<file path="src/rtl/rv_pkg.sv">
// Shared RV32M definitions: funct3 op codes, multiply/divide FSM encoding, edge constants.
// Pure declarations; no timing or backpressure of its own.
package rv_pkg;

    localparam logic [2:0] MUL    = 3'b000;
    localparam logic [2:0] MULH   = 3'b001;
    localparam logic [2:0] MULHSU = 3'b010;
    localparam logic [2:0] MULHU  = 3'b011;
    localparam logic [2:0] DIV    = 3'b100;
    localparam logic [2:0] DIVU   = 3'b101;
    localparam logic [2:0] REM    = 3'b110;
    localparam logic [2:0] REMU   = 3'b111;

    localparam logic [31:0] INT_MIN  = 32'h8000_0000;
    localparam logic [31:0] ALL_ONES = 32'hFFFF_FFFF;

    typedef enum logic [1:0] {
        IDLE = 2'b00,
        CALC = 2'b01,
        FIX  = 2'b10,
        DONE = 2'b11
    } md_state_e;

    function automatic logic rs1_is_signed(input logic [2:0] f3);
        return (f3 != MULHU) && (f3 != DIVU) && (f3 != REMU);
    endfunction

    function automatic logic rs2_is_signed(input logic [2:0] f3);
        return (f3 == MUL) || (f3 == MULH) || (f3 == DIV) || (f3 == REM);
    endfunction

endpackage

</file>
<file path="src/rtl/div_step.sv">
// One restoring-division step: shift in next dividend bit, trial-subtract, keep or restore.
// Purely combinational, zero latency; no flow control.
module div_step #(
    parameter int XLEN = 32
) (
    input  logic [XLEN:0]   rem_in,
    input  logic [XLEN-1:0] quo_in,
    input  logic [XLEN-1:0] divisor,
    output logic [XLEN:0]   rem_out,
    output logic [XLEN-1:0] quo_out
);

    logic [XLEN:0]   shifted;
    logic [XLEN+1:0] diff;
    logic            fits;

    assign shifted = {rem_in[XLEN-1:0], quo_in[XLEN-1]};
    assign diff    = {1'b0, shifted} - {2'b00, divisor};
    // A set top bit on the incoming remainder can only mean it already exceeds the divisor.
    assign fits    = rem_in[XLEN] | ~diff[XLEN+1];

    always_comb begin
        rem_out = shifted;
        quo_out = {quo_in[XLEN-2:0], 1'b0};
        if (fits) begin
            rem_out = diff[XLEN:0];
            quo_out = {quo_in[XLEN-2:0], 1'b1};
        end
    end

endmodule

</file>
<file path="src/rtl/exe_muldiv.sv">
// Iterative RV32M multiply/divide: 35 cycles start-to-done, 2 for divide-by-zero/overflow.
// Stalls the pipeline via md_busy while iterating; hold freezes the result in DONE.
module exe_muldiv
    import rv_pkg::*;
#(
    parameter int XLEN = 32
) (
    input  logic            clk,
    input  logic            rst,
    input  logic            start,
    input  logic [2:0]      funct3,
    input  logic [XLEN-1:0] rs1_data,
    input  logic [XLEN-1:0] rs2_data,
    input  logic            hold,
    input  logic            kill,
    output logic            md_busy,
    output logic            md_done,
    output logic [XLEN-1:0] md_result
);

    md_state_e         state;
    logic [2:0]        op;
    logic [5:0]        cnt;
    logic [XLEN-1:0]   b_mag;
    logic [2*XLEN-1:0] prod;
    logic [XLEN:0]     rem;
    logic [XLEN-1:0]   quo;
    logic              neg_res;
    logic              neg_rem;

    // Operand decode, used only on the IDLE->CALC/DONE transition.
    logic            a_neg;
    logic            b_neg;
    logic [XLEN-1:0] a_mag_in;
    logic [XLEN-1:0] b_mag_in;
    logic            div_zero;
    logic            div_ovf;
    logic [XLEN-1:0] special_res;

    assign a_neg    = rs1_is_signed(funct3) & rs1_data[XLEN-1];
    assign b_neg    = rs2_is_signed(funct3) & rs2_data[XLEN-1];
    assign a_mag_in = a_neg ? -rs1_data : rs1_data;
    assign b_mag_in = b_neg ? -rs2_data : rs2_data;
    assign div_zero = funct3[2] && (rs2_data == '0);
    assign div_ovf  = funct3[2] && !funct3[0] && (rs1_data == INT_MIN) && (rs2_data == ALL_ONES);

    always_comb begin
        special_res = '0;
        if (div_zero)
            special_res = funct3[1] ? rs1_data : ALL_ONES;
        else if (div_ovf)
            special_res = funct3[1] ? '0 : INT_MIN;
    end

    // Shift-add multiply step: conditionally add the multiplicand into the high half, then shift right.
    logic [XLEN:0]     mul_sum;
    logic [2*XLEN-1:0] prod_nx;

    assign mul_sum = {1'b0, prod[2*XLEN-1:XLEN]} + {1'b0, b_mag};
    assign prod_nx = prod[0] ? {mul_sum, prod[XLEN-1:1]} : {1'b0, prod[2*XLEN-1:1]};

    logic [XLEN:0]   rem_nx;
    logic [XLEN-1:0] quo_nx;

    div_step #(.XLEN(XLEN)) u_div_step (
        .rem_in  (rem),
        .quo_in  (quo),
        .divisor (b_mag),
        .rem_out (rem_nx),
        .quo_out (quo_nx)
    );

    logic [2*XLEN-1:0] prod_fix;
    logic [XLEN-1:0]   quo_fix;
    logic [XLEN-1:0]   rem_fix;
    logic [XLEN-1:0]   fix_result;

    assign prod_fix = neg_res ? -prod : prod;
    assign quo_fix  = neg_res ? -quo : quo;
    assign rem_fix  = neg_rem ? -rem[XLEN-1:0] : rem[XLEN-1:0];

    always_comb begin
        fix_result = '0;
        case (op)
            MUL:                  fix_result = prod_fix[XLEN-1:0];
            MULH, MULHSU, MULHU:  fix_result = prod_fix[2*XLEN-1:XLEN];
            DIV, DIVU:            fix_result = quo_fix;
            default:              fix_result = rem_fix;
        endcase
    end

    always_ff @(posedge clk or negedge rst) begin
        if (!rst) begin
            state     <= IDLE;
            op        <= '0;
            cnt       <= '0;
            b_mag     <= '0;
            prod      <= '0;
            rem       <= '0;
            quo       <= '0;
            neg_res   <= 1'b0;
            neg_rem   <= 1'b0;
            md_result <= '0;
        end else if (kill) begin
            state <= IDLE;
        end else begin
            case (state)
                IDLE: begin
                    if (start) begin
                        op      <= funct3;
                        cnt     <= '0;
                        b_mag   <= b_mag_in;
                        prod    <= {{XLEN{1'b0}}, a_mag_in};
                        quo     <= a_mag_in;
                        rem     <= '0;
                        neg_res <= a_neg ^ b_neg;
                        neg_rem <= a_neg;
                        if (div_zero || div_ovf) begin
                            md_result <= special_res;
                            state     <= DONE;
                        end else begin
                            state <= CALC;
                        end
                    end
                end
                CALC: begin
                    cnt <= cnt + 6'd1;
                    if (op[2]) begin
                        rem <= rem_nx;
                        quo <= quo_nx;
                    end else begin
                        prod <= prod_nx;
                    end
                    if (cnt == 6'd31)
                        state <= FIX;
                end
                FIX: begin
                    md_result <= fix_result;
                    state     <= DONE;
                end
                DONE: begin
                    if (!hold)
                        state <= IDLE;
                end
                default: state <= IDLE;
            endcase
        end
    end

    // Reset forces busy low even while the stalled pipeline still presents start.
    assign md_busy = rst && (((state == IDLE) && start && !kill) || (state == CALC) || (state == FIX));
    assign md_done = (state == DONE);

endmodule

</file>
<file path="config.mk">
export PLATFORM = sky130hd
export DESIGN_NAME = exe_muldiv
export DESIGN_NICKNAME = d
export VERILOG_FILES = /design/src/rtl/rv_pkg.sv /design/src/rtl/div_step.sv /design/src/rtl/exe_muldiv.sv
export SDC_FILE = /design/constraint.sdc
export NUM_CORES = 1
export LEC_CHECK = 0
export CORE_MARGIN = 2
export CORE_UTILIZATION = 40
export CTS_CLUSTER_SIZE = 12
export DETAILED_ROUTE_END_ITERATION = 6
export PLACE_DENSITY = 0.67
export SLEW_MARGIN = 20
export SYNTH_ARGS = -nofsm -noshare
export SYNTH_HDL_FRONTEND = slang
export SYNTH_SLANG_ARGS = --single-unit
</file>
<file path="constraint.sdc">
create_clock -name clk -period 3.5 [get_ports clk]
set_clock_uncertainty 0.2 [all_clocks]
set_input_delay 0.525 -clock clk [delete_from_list [all_inputs] [get_ports clk]]
set_output_delay 0.525 -clock clk [all_outputs]
set_load 0.005 [all_outputs]
</file>
-- Word-level counts from Yosys, hierarchy flattened
Index checks and enable logic that the tools add are counted.
- register bits after elaboration: 206
- output and inout bits: 34
- logic and storage cells: 112
- add/subtract/negate cells: 8
- eq/ne operators: 24
- mux-type cells: 33
- bitwise logic cells: 6
- reductions and logical operators: 31
- operators with widths (cell ; count):
    32-bit 2-to-1 mux ; 12
    64-bit 2-to-1 mux ; 4
    32-bit negation ; 4
    32-bit one-hot mux with 2 select lines ; 2
    64-bit one-hot mux with 2 select lines ; 1
    33-bit 2-to-1 mux ; 3
    32-bit one-hot mux with 3 select lines ; 1
    33-bit one-hot mux with 2 select lines ; 1
    32-bit equality test (second input constant) ; 2
    64-bit negation ; 1
    33-bit by 32-bit subtractor with 34-bit output ; 1
    32-bit by 32-bit adder with 33-bit output ; 1
    32-bit logical NOT ; 1
    3-bit != test (second input constant) ; 5
    3-bit equality test (second input constant) ; 4
    6-bit one-hot mux with 2 select lines ; 1
    4-bit AND reduction ; 3
    2-bit 2-to-1 mux ; 5
    1-bit logical AND ; 9
    3-bit AND reduction ; 3
    2-bit != test (second input constant) ; 4
    2-bit one-hot mux with 4 select lines ; 1
    6-bit by 1-bit adder with 6-bit output (second input constant) ; 1
    3-bit by 1-bit equality test with 1-bit output (second input constant) ; 2
    other kinds (18) ; 30

-- Longest topological paths before layout
Gate-level depths: netlist (run 1).
- depth after elaboration: 9
- mapped depth: 15
- gate-level depth less buffers: 13

-- By module
From an unflattened synthesis (run 1), not the netlist that was laid out.
- cell total of the unflattened synthesis: 2233
- area, all modules: 18093.6 µm²
- modules (own cells, without submodules) (module ; times used ; cells an instance ; area an instance (µm²) ; seq. area each (µm²)):
    exe_muldiv ; 1 ; 1898 ; 15586.2 ; 5154.9
    div_step ; 1 ; 335 ; 2507.4 ; 0.0

-- Worst setup path after synthesis (run 1)
Ideal clock, no wire load.
- path kind: flip-flop to flip-flop
- start point: reg prod[33]
- end point: reg md_result[27]
- arrival time: 3.418 ns
- data required time: 3.169 ns
- slack: -0.248 ns
- cell stages (with the launch flop): 12
- clock period less this slack: 3.748 ns
- path through: dfrtp_1 -> or4_4 -> or4_4 -> or4_1 -> buf_2 -> or3_4 -> o41ai_4 -> xor2_1 -> nor2_1 -> or3_1 -> a21boi_1 -> o21ai_1
- cells in the longest elaborated chain, start to end: 4
- RTL lines (element ; line ; source):
    start, declared ; exe_muldiv.sv:25 ; logic [2*XLEN-1:0] prod;
    start signal, assigned ; exe_muldiv.sv:113 ; prod <= {{XLEN{1'b0}}, a_mag_in};
    start signal, assigned ; exe_muldiv.sv:132 ; prod <= prod_nx;
    64-bit negation ; exe_muldiv.sv:78 ; assign prod_fix = neg_res ? -prod : prod;
    64-bit 2-to-1 mux ; exe_muldiv.sv:78 ;
    32-bit one-hot mux with 3 select lines ; exe_muldiv.sv:84 ; case (op)
    32-bit one-hot mux with 2 select lines ; exe_muldiv.sv:107 ; case (state)
    end signal, assigned ; exe_muldiv.sv:119 ; md_result <= special_res;
    end signal, assigned ; exe_muldiv.sv:138 ; md_result <= fix_result;
    end, declared ; exe_muldiv.sv:18 ; output logic [XLEN-1:0] md_result
No other way between the ends.
A chain may end at the register's enable or synchronous reset.

-- Final worst setup path (run 1)
Same ends and word-level chain as after synthesis.

==> results of run 1 <==
## routing by layer
metal	GRT usage (%)	wire length, um
met5	0	0
met4	16.7	4290
met3	4.86	5700
met2	49.3	31000
met1	40.9	29000
## Yosys cell counts, types with 15 or more instances
cell type | count | area share [%]
a21o_1 | 39 | 1.7
nor3_1 | 26 | 0.77
or2_2 | 15 | 0.55
dfrtp_1 | 206 | 30
buf_1 | 15 | 0.33
nor2_1 | 153 | 3.4
o31ai_1 | 59 | 2.6
ha_1 | 75 | 5.5
xor2_1 | 122 | 6.3
mux2i_1 | 33 | 1.9
nor4_1 | 27 | 0.99
a31oi_1 | 15 | 0.55
xnor2_1 | 107 | 5.5
o21ai_0 | 307 | 9.0
clkbuf_1 | 104 | 2.3
or3_1 | 32 | 1.2
inv_1 | 62 | 1.4
nand3_1 | 29 | 0.85
o22ai_1 | 26 | 0.96
or4_1 | 20 | 0.88
nand2_1 | 268 | 5.9
nand2b_1 | 32 | 1.2
a21oi_1 | 152 | 4.5
nand4_1 | 17 | 0.63
o41ai_1 | 18 | 0.93
a22oi_1 | 28 | 1.2
## worst register-to-register path, cell delays in order, from the launching register on
cell and delay [ns]:
dfrtp_1 0.38, or4_4 0.54, or4_4 0.43, or4_4 0.55, or3_4 0.40, o41ai_4 0.23
xor2_1 0.16, nor2_1 0.06, or3_1 0.33, a21boi_2 0.16, o21ai_1 0.07
## area by class of cell
cell class / instances / area share, %
Timing Repair Buffer: 440 / 16.7
Multi-Input combinational cell: 1769 / 52.0
Sequential cell: 206 / 23.3
Antenna cell: 2 / 0.0226
Clock buffer: 42 / 3.62
Tap cell: 539 / 3.05
Clock inverter: 4 / 0.203
Inverter: 64 / 1.09
## stage by stage
step	cell area, um2	worst slack [ns]	std cells	setup TNS [ns]
5_1_grt	22100	-0.229	3064	-0.825
3_3_place_gp	20900	-0.519	3013	-13.56
2_1_floorplan	17000	-0.145	2160	-0.178
3_5_place_dp	20900	-0.576	3013	-15.55
6_report	22100	-0.129	3066	-0.243
4_1_cts	21800	-0.123	3061	-0.385
## state kept, by name (all words and copies together), names as in the netlist
name / count
cnt: 6
state: 2
quo: 32
b_mag: 32
md_result: 32
prod: 64
neg_res: 1
neg_rem: 1
op: 3
rem: 33
## logic make-up (layout without fill, tap and decap cells)
group           Yosys count  in the layout  share of synthesized area [%]
mux                      38             38                           2.28
compound gates          759            759                           27.3
fa+ha+maj                77             77                           5.76
simple gates            666            666                           18.4
flops                   206            206                           30.4
other cells               0              2                              0
xor+xnor                229            229                           11.8
buf+inv                 185            550                           4.10
## final timing paths
| check | startpoint | end | cells after the start |
|---|---|---|---|
| max | prod[33] | md_result[27] | 10 |
| min in group clk | md_result[0] | md_result[0] | 2 |
| max in group asynchronous | rst | prod[32] | 3 |
| min reg2reg | md_result[0] | md_result[0] | 2 |
| max reg2reg | prod[33] | md_result[27] | 10 |
| min | rst | prod[41] | 2 |
## timing repair
item                                    4_1_cts  5_1_grt
buffers inserted                              2        2
gates resized for setup                      24       58
endpoints found under the setup margin       27       73
gates cloned                                  0        1
pin swaps                                     6       19
## power breakdown
group          internal [W]  switching [W]  total [W]
combinational       0.00568        0.00795     0.0136
clock               0.00162        0.00112    0.00274
sequential          0.00327        0.00110    0.00437
total                0.0106         0.0102     0.0207
==> flow_summary.toml, run 1 <==
[setup_path]
required_ns = 3.74
worstPathMaxFanout = 5
crit_chain = "or4_4, or4_4, or4_4, or3_4, o41ai_4, xor2_1, nor2_1, or3_1, a21boi_2, o21ai_1"
r2r_slack_ns = -0.13
critPathKind = "register to register"
crit_family = "simple AND/OR/NAND/NOR gates"
path_buf_inv = 0
arrival_ns = 3.87
max_stage_delay_ns = 0.55
end_kind = "register"
crit_top_cell = "or4_4"
setup.worst_path.start_class = "register"
slowest_stage = "or4_4"

[logic_synthesis]
ys.flop_type = "dfrtp_1"
yosysWarnings = 0
syn_inst = 2160
syn_area_um2 = 17000
ys_types = 74
postSynth.asyncResetShare_pct = 100
syn_nets = 2309
synth_edf_count = 0
ys_seq_area_share_pct = 30.4
postSynthAreaPerCell_um2 = 7.86
ys_ff_latch = 206

[detailed_routing]
drt-total-wl_um = 69900
drtPass1Iterations = 7
wl_per_cell_um = 22.8
drtIter0Drc = 1836
vias = 18600
routed_via_density = 6.05
drc_errors = 5
drtAntennaViolNets = 0

[finish]
syn_to_final_growth_pct = 30.4
multi_input_area_um2 = 11500
final_cell_mix = "buf_4, o21ai_0, nand2_1, dfrtp_1, nor2_1"
design.final.nets = 2656
layout-drive-gt1-share_pct = 18.7
seq_area_um2 = 5160
fill_cells = 3923
fin_util_pct = 52.8
final_common_cell = "buf_4"

[cts]
holdBufCountCts = 0
clockBufferDepth = 3
cts_tree = "done"
ctsHtreeMaxLevel = 1
path_clk_slew_ns = 0.06
cts_root_buf = "clkbuf_16"
cts_buffers = 26
clock_latency_ns = 0.56
clkSinkCount = 206

[placed_design]
dpl.hpwl_um = 53900
portBuffers = 105
gp_congestion = 1.04

[sta]
period_share_pct = 104
holdWs_ns = -0.0844
rsz0062_at_grt = "yes"
hold_viol = 53
finalCriticalPeriod_ns = 3.63
drv_slew = 0
fin_ws_ns = -0.129
tightest_slew_ns = 0.921
final-setup-viol-count = 3
relSlewSlack_pct = 38.6
fmax_mhz = 276

[flow_run]
cap_violations = 0

[die]
ios = 106
placementRows = 75
die_width_um = 210
initial_core_util_pct = 40.5
core-area_um2 = 41900
die_h_um = 210
fp.dieArea_um2 = 44100

[run_status]
status = "finished, violations left"
violations = "design-rule violations, negative hold slack, negative setup slack"

[power_and_ir_drop]
vdd_drop_max_uv = 432
total_power_w = 0.0207
p_per_area_nw_per_um2 = 937
leakage_nw = 9.83

[global_route]
grt_max_degree = 143
track_usage_pct = 31.1
grt_pass1_wl_um = 106000
gr-total-overflow = 0
grt_pass1_vias = 17700
antenna_found_initial = 2

[worst_hold_path]
min_path_type = "input port to asynchronous set/reset pin"
(Power assumes the default switching activity.)
==> run 2: changes to the inputs <==
CELL_PAD_IN_SITES_DETAIL_PLACEMENT = 0   (was default)
CELL_PAD_IN_SITES_GLOBAL_PLACEMENT = 1   (was default)
PLACE_DENSITY = 0.83   (was 0.67)
REMOVE_ABC_BUFFERS = 1   (was default)
==> run 2 against run 1 <==
  * The flow finishes with violations (negative setup slack)
  * First-iteration DRC count shrank 16%
  * Routed wire length decreased by 8.3%
  * Non-clock buffer count decreased by 40
==> flow_summary.toml, run 2 (same netlist as run 1, synthesis figures left out) <==
[die]
fp.dieArea_um2 = 44100
core-area_um2 = 41900
placementRows = 75
die_h_um = 210
ios = 106
initial_core_util_pct = 40.5
die_width_um = 210

[sta]
fmax_mhz = 270
tightest_slew_ns = 0.932
rsz0062_at_grt = "yes"
finalCriticalPeriod_ns = 3.70
relSlewSlack_pct = 37.8
period_share_pct = 106
drv_slew = 0
fin_ws_ns = -0.203
tns_ns = -0.998
hold_viol = 0
final-setup-viol-count = 7

[cts]
path_clk_slew_ns = 0.06
cts_buffers = 26
cts_root_buf = "clkbuf_16"
clkSinkCount = 206
cts_tree = "done"
ctsHtreeMaxLevel = 1
clock_latency_ns = 0.56
clockBufferDepth = 3

[setup_path]
required_ns = 3.74
arrival_ns = 3.94
max_stage_delay_ns = 0.55
setup.worst_path.start_class = "register"
r2r_slack_ns = -0.20
worst_r2r_path_depth = 10
timing.rr.end = "md_result[27]"
end_kind = "register"
worstPathMaxFanout = 5
critPathKind = "register to register"
crit_chain = "or4_4, or4_4, or4_4, or3_4, o41ai_4, xor2_1, nor2_1, or3_1, a21boi_1, o21ai_1"
r2r_start = "prod[33]"
slowest_stage = "or4_4"
crit_top_cell = "or4_4"

[detailed_routing]
drc_errors = 0
wl_per_cell_um = 21.2
drtPass1Iterations = 5
drt-total-wl_um = 64100
drtIter0Drc = 1551
drtAntennaViolNets = 0
vias = 18000
routed_via_density = 5.94

[finish]
stdcell_area_um2 = 21900
reg_top3 = "prod (64), rem (33)"
diodes = 0
final_cell_mix = "o21ai_0, buf_4, nand2_1, dfrtp_1, nor2_1"
top_register = "prod"
design.final.nets = 2616
largest_reg_flops = 64
final_cells = 3026
syn_to_final_growth_pct = 28.8
final_common_cell = "o21ai_0"
layout-drive-gt1-share_pct = 17.2

[global_route]
grt_pass1_wl_um = 98900
track_usage_pct = 28.4
grt_pass1_vias = 17300
antenna_found_initial = 0
gr-total-overflow = 0
grt_max_degree = 74

[flow_run]
cap_violations = 0

[placed_design]
portBuffers = 105
placedCellCount = 2972
dpl.hpwl_um = 48800
gp_congestion = 0.962
post-place-ws_ns = -0.560
placed_area_um2 = 20600

[power_and_ir_drop]
leakage_nw = 9.66
total_power_w = 0.0202
p_per_area_nw_per_um2 = 923
vdd_drop_max_uv = 364

[run_status]
status = "finished, violations left"
violations = "negative setup slack"

[worst_hold_path]
min_path_type = "input port to asynchronous set/reset pin"
[run 2: cell types whose count changed in the layout (fill, tap and decap cells not counted), sizes merged]
cell	change
diode	-2
dlygate4sd3	+1
clkinv	+1
bufinv	+3
clkbuf	-2
buf	-41
[run 2: how the worst max path moves through the flow]
stage	start	endpoint	slack [ns]	depth (start not counted)
floorplan	state[1]	quo[31]	-2.12	7
global placement	rs2_data[24]	md_result[10]	-0.49	10
detailed placement	rs2_data[24]	md_result[10]	-0.56	10
CTS	prod[33]	md_result[27]	-0.20	10
global route	prod[33]	md_result[27]	-0.29	10
finish	prod[33]	md_result[27]	-0.20	10
[run 2: cell type report]
cell class / instances / area [um2]
clock buffers: 40 / 785
clock inverters: 8 / 140
fillers: 3952 / 20100
inverters: 64 / 240
multi-input cells: 1769 / 11400
flip-flops and latches: 206 / 5160
well taps: 539 / 674
repair buffers: 400 / 3430
[run 2: per-layer routing]
| metal | vias to the layer above | wire (um) | part of all wire [%] | GRT usage [%] |
|---|---|---|---|---|
| li1 | 8439 | - | - | - |
| met1 | 8656 | 27600 | 43 | 38.3 |
| met2 | 749 | 29600 | 46 | 47.0 |
| met3 | 129 | 4620 | 7.2 | 3.34 |
| met4 | 0 | 2230 | 3.5 | 10.2 |
| met5 | - | 0 | 0 | 0 |
[run 2: power breakdown]
part	leakage (nW)	internal, W	switching [W]	total (W)
logic	6.55	0.00539	0.00731	0.0127
registers	2.65	0.00327	0.00126	0.00453
clock network	0.456	0.00183	0.00112	0.00295
total	9.66	0.0105	0.00969	0.0202
[run 2: repair_timing]
| action | CTS | global route |
|---|---|---|
| buffers inserted | 1 | 3 |
| cloned | 0 | 2 |
| hold buffers | 1 | 0 |
| pin swaps | 12 | 28 |
| endpoints found under the setup margin | 18 | 71 |
| hold endpoints to repair | 21 | 0 |
| gates resized for setup | 25 | 57 |
[run 2: through the flow]
stage,hold slack (ns),utilization [%]
after floorplan,0.0294,-
after global placement,0.184,49.0
after detailed placement,0.185,49.0
after CTS,0.186,51.5
after global routing,0.215,52.1
final,0.207,52.1
[run 2: worst max-delay path, delay by kind of cell, from the launching register on]
kind / cells / cell delay [ns]
AOI/OAI and AO/OA: 3 / 0.43
xor gates and xnor gates: 1 / 0.18
DFF: 1 / 0.39
and+or+nand+nor: 6 / 2.38
==> run 3: changes to the inputs <==
CAP_MARGIN = 20   (was default)
PLACE_DENSITY = 0.8   (was 0.83)
clock period = 4.45 ns   (was 3.5 ns; I/O delays follow)
==> run 3 against run 2 <==
  * The flow now finishes without violations
  * Non-clock buffer count is 216 lower
  * Fmax fell by 10%
  * Sequential share of layout area increased by 2.4 points
  * Flip-flop and latch count unchanged
  * Final cell count is 7.2% lower
  * Routed wire length decreased by 5.5%
  * Combinational power is 35% lower
  * Setup slack better by 0.54 ns
  * Critical endpoint is now md_result[23]
  * Largest cell class unchanged
==> flow_summary.toml, run 3 (same netlist as run 1, synthesis figures left out) <==
[run_status]
status = "finished clean"

[detailed_routing]
routed_via_density = 6.01
vias = 16900
drtAntennaViolNets = 0
drt-total-wl_um = 60600
drtPass1Iterations = 5
top_layer_used = "met4"
drtIter0Drc = 1200
dr_wl_met2_um = 27500
wl_per_cell_um = 21.6
drc_errors = 0
wl_met1_um = 26600
wl_met3_um = 3800

[sta]
drv_slew = 0
tightest_slew_ns = 0.952
rsz0062_at_grt = "no"
final-setup-viol-count = 0
holdWs_ns = 0.278
fmax_mhz = 243
hold_viol = 0
tns_ns = 0
period_share_pct = 92.5
relSlewSlack_pct = 36.5
fin_ws_ns = 0.333
finalCriticalPeriod_ns = 4.12

[finish]
largest_reg_flops = 64
syn_to_final_growth_pct = 16.6
reg_top3 = "prod (64), rem (33)"
design.final.nets = 2400
multi_input_area_um2 = 11200
fill_cells = 4115
top_register = "prod"
fin_util_pct = 47.2
final_cell_mix = "o21ai_0, nand2_1, dfrtp_1, nor2_1, a21oi_1"
final_common_cell = "o21ai_0"
diodes = 0
layout-drive-gt1-share_pct = 6.88
seq_area_um2 = 5160

[die]
ios = 106
fp.dieArea_um2 = 44100
die_width_um = 210
core-area_um2 = 41900
placementRows = 75
die_h_um = 210
initial_core_util_pct = 40.5

[global_route]
grt_pass1_vias = 16400
antenna_found_initial = 0
grt_pass1_wl_um = 94200
grt_max_degree = 64
track_usage_pct = 27.2
gr-total-overflow = 0

[setup_path]
critPathKind = "register to register"
arrival_ns = 4.35
r2r_start = "prod[34]"
worstPathMaxFanout = 6
crit_chain = "or4_4, or4_4, or4_1, or3_4, o41ai_2, xnor2_1, a221oi_1, o21a_1, o21ai_1"
max_stage_delay_ns = 0.67
crit_top_cell = "or4_4"
slowest_stage = "or4_1"
required_ns = 4.68
r2r_slack_ns = 0.33
setup.worst_path.start_class = "register"
end_kind = "register"
timing.rr.end = "md_result[23]"
worst_r2r_path_depth = 9

[worst_hold_path]
min_from = "md_result[17]"
min_to = "md_result[17]"
whs_path_depth = 2
min_path_type = "register to register"

[cts]
clockBufferDepth = 3
clock_latency_ns = 0.56
cts_tree = "done"
clkSinkCount = 206
cts_buffers = 26
ctsResizeCount = 0
cts_root_buf = "clkbuf_16"
path_clk_slew_ns = 0.06
ctsHtreeMaxLevel = 1

[power_and_ir_drop]
leakage_nw = 8.48
total_power_w = 0.0143
vdd_drop_max_uv = 284
p_per_area_nw_per_um2 = 720

[placed_design]
dpl.hpwl_um = 46500
post-place-ws_ns = 0.130
gp_congestion = 0.932
portBuffers = 105

[flow_run]
cap_violations = 0
[run 3: cell count changes in the layout (fill, tap and decap cells not counted), sizes merged]
cell    before  now
buf        293   79
bufinv       4    2
clkbuf      42   41
clkinv       5    3
[run 3: per-stage QoR]
step                area [um2]  cells
finish                   19800   2807
global route             19800   2807
CTS                      19800   2806
detailed placement       18900   2760
global placement         18900   2760
floorplan                16500   2039
[run 3: per-layer routing]
| metal | vias to the layer above | GRT usage (%) |
|---|---|---|
| li1 | 8014 | - |
| met5 | - | 0 |
| met4 | 0 | 11.4 |
| met1 | 8115 | 36.4 |
| met2 | 598 | 44.2 |
| met3 | 134 | 3.86 |
[run 3: cell type report]
| cell class | instances | share of cell area [%] |
|---|---|---|
| Sequential cell | 206 | 26.0 |
| Clock inverter | 4 | 0.354 |
| Clock buffer | 41 | 4.03 |
| Tap cell | 539 | 3.41 |
| Timing Repair Buffer | 184 | 8.57 |
| Inverter | 64 | 1.21 |
| Multi-Input combinational cell | 1769 | 56.4 |
[run 3: worst max path at each step]
stage	start	endpoint	slack, ns
finish	prod[34]	md_result[23]	0.33
global placement	rs2_data[24]	md_result[10]	0.13
detailed placement	rs2_data[24]	md_result[10]	0.13
floorplan	state[1]	quo[31]	-1.17
global route	prod[34]	md_result[27]	0.23
CTS	prod[34]	md_result[23]	0.33
[run 3: timing repair]
action	CTS	global route
setup buffers	0	0
hold endpoints to repair	39	0
endpoints found under the setup margin	0	0
hold buffers	1	0
[run 3: critical path, delay by kind of cell (launching register included)]
| kind | cells | cell delay, ns |
|---|---|---|
| AOI/OAI and AO/OA | 4 | 0.94 |
| DFF | 1 | 0.45 |
| and+or+nand+nor | 4 | 2.25 |
| xor gates and xnor gates | 1 | 0.14 |
[run 3: where the power goes]
part / internal, W / total [W] / switching [W]
clock: 0.00133 / 0.00219 / 0.000854
sequential: 0.00257 / 0.00384 / 0.00127
combinational: 0.00333 / 0.00824 / 0.00491
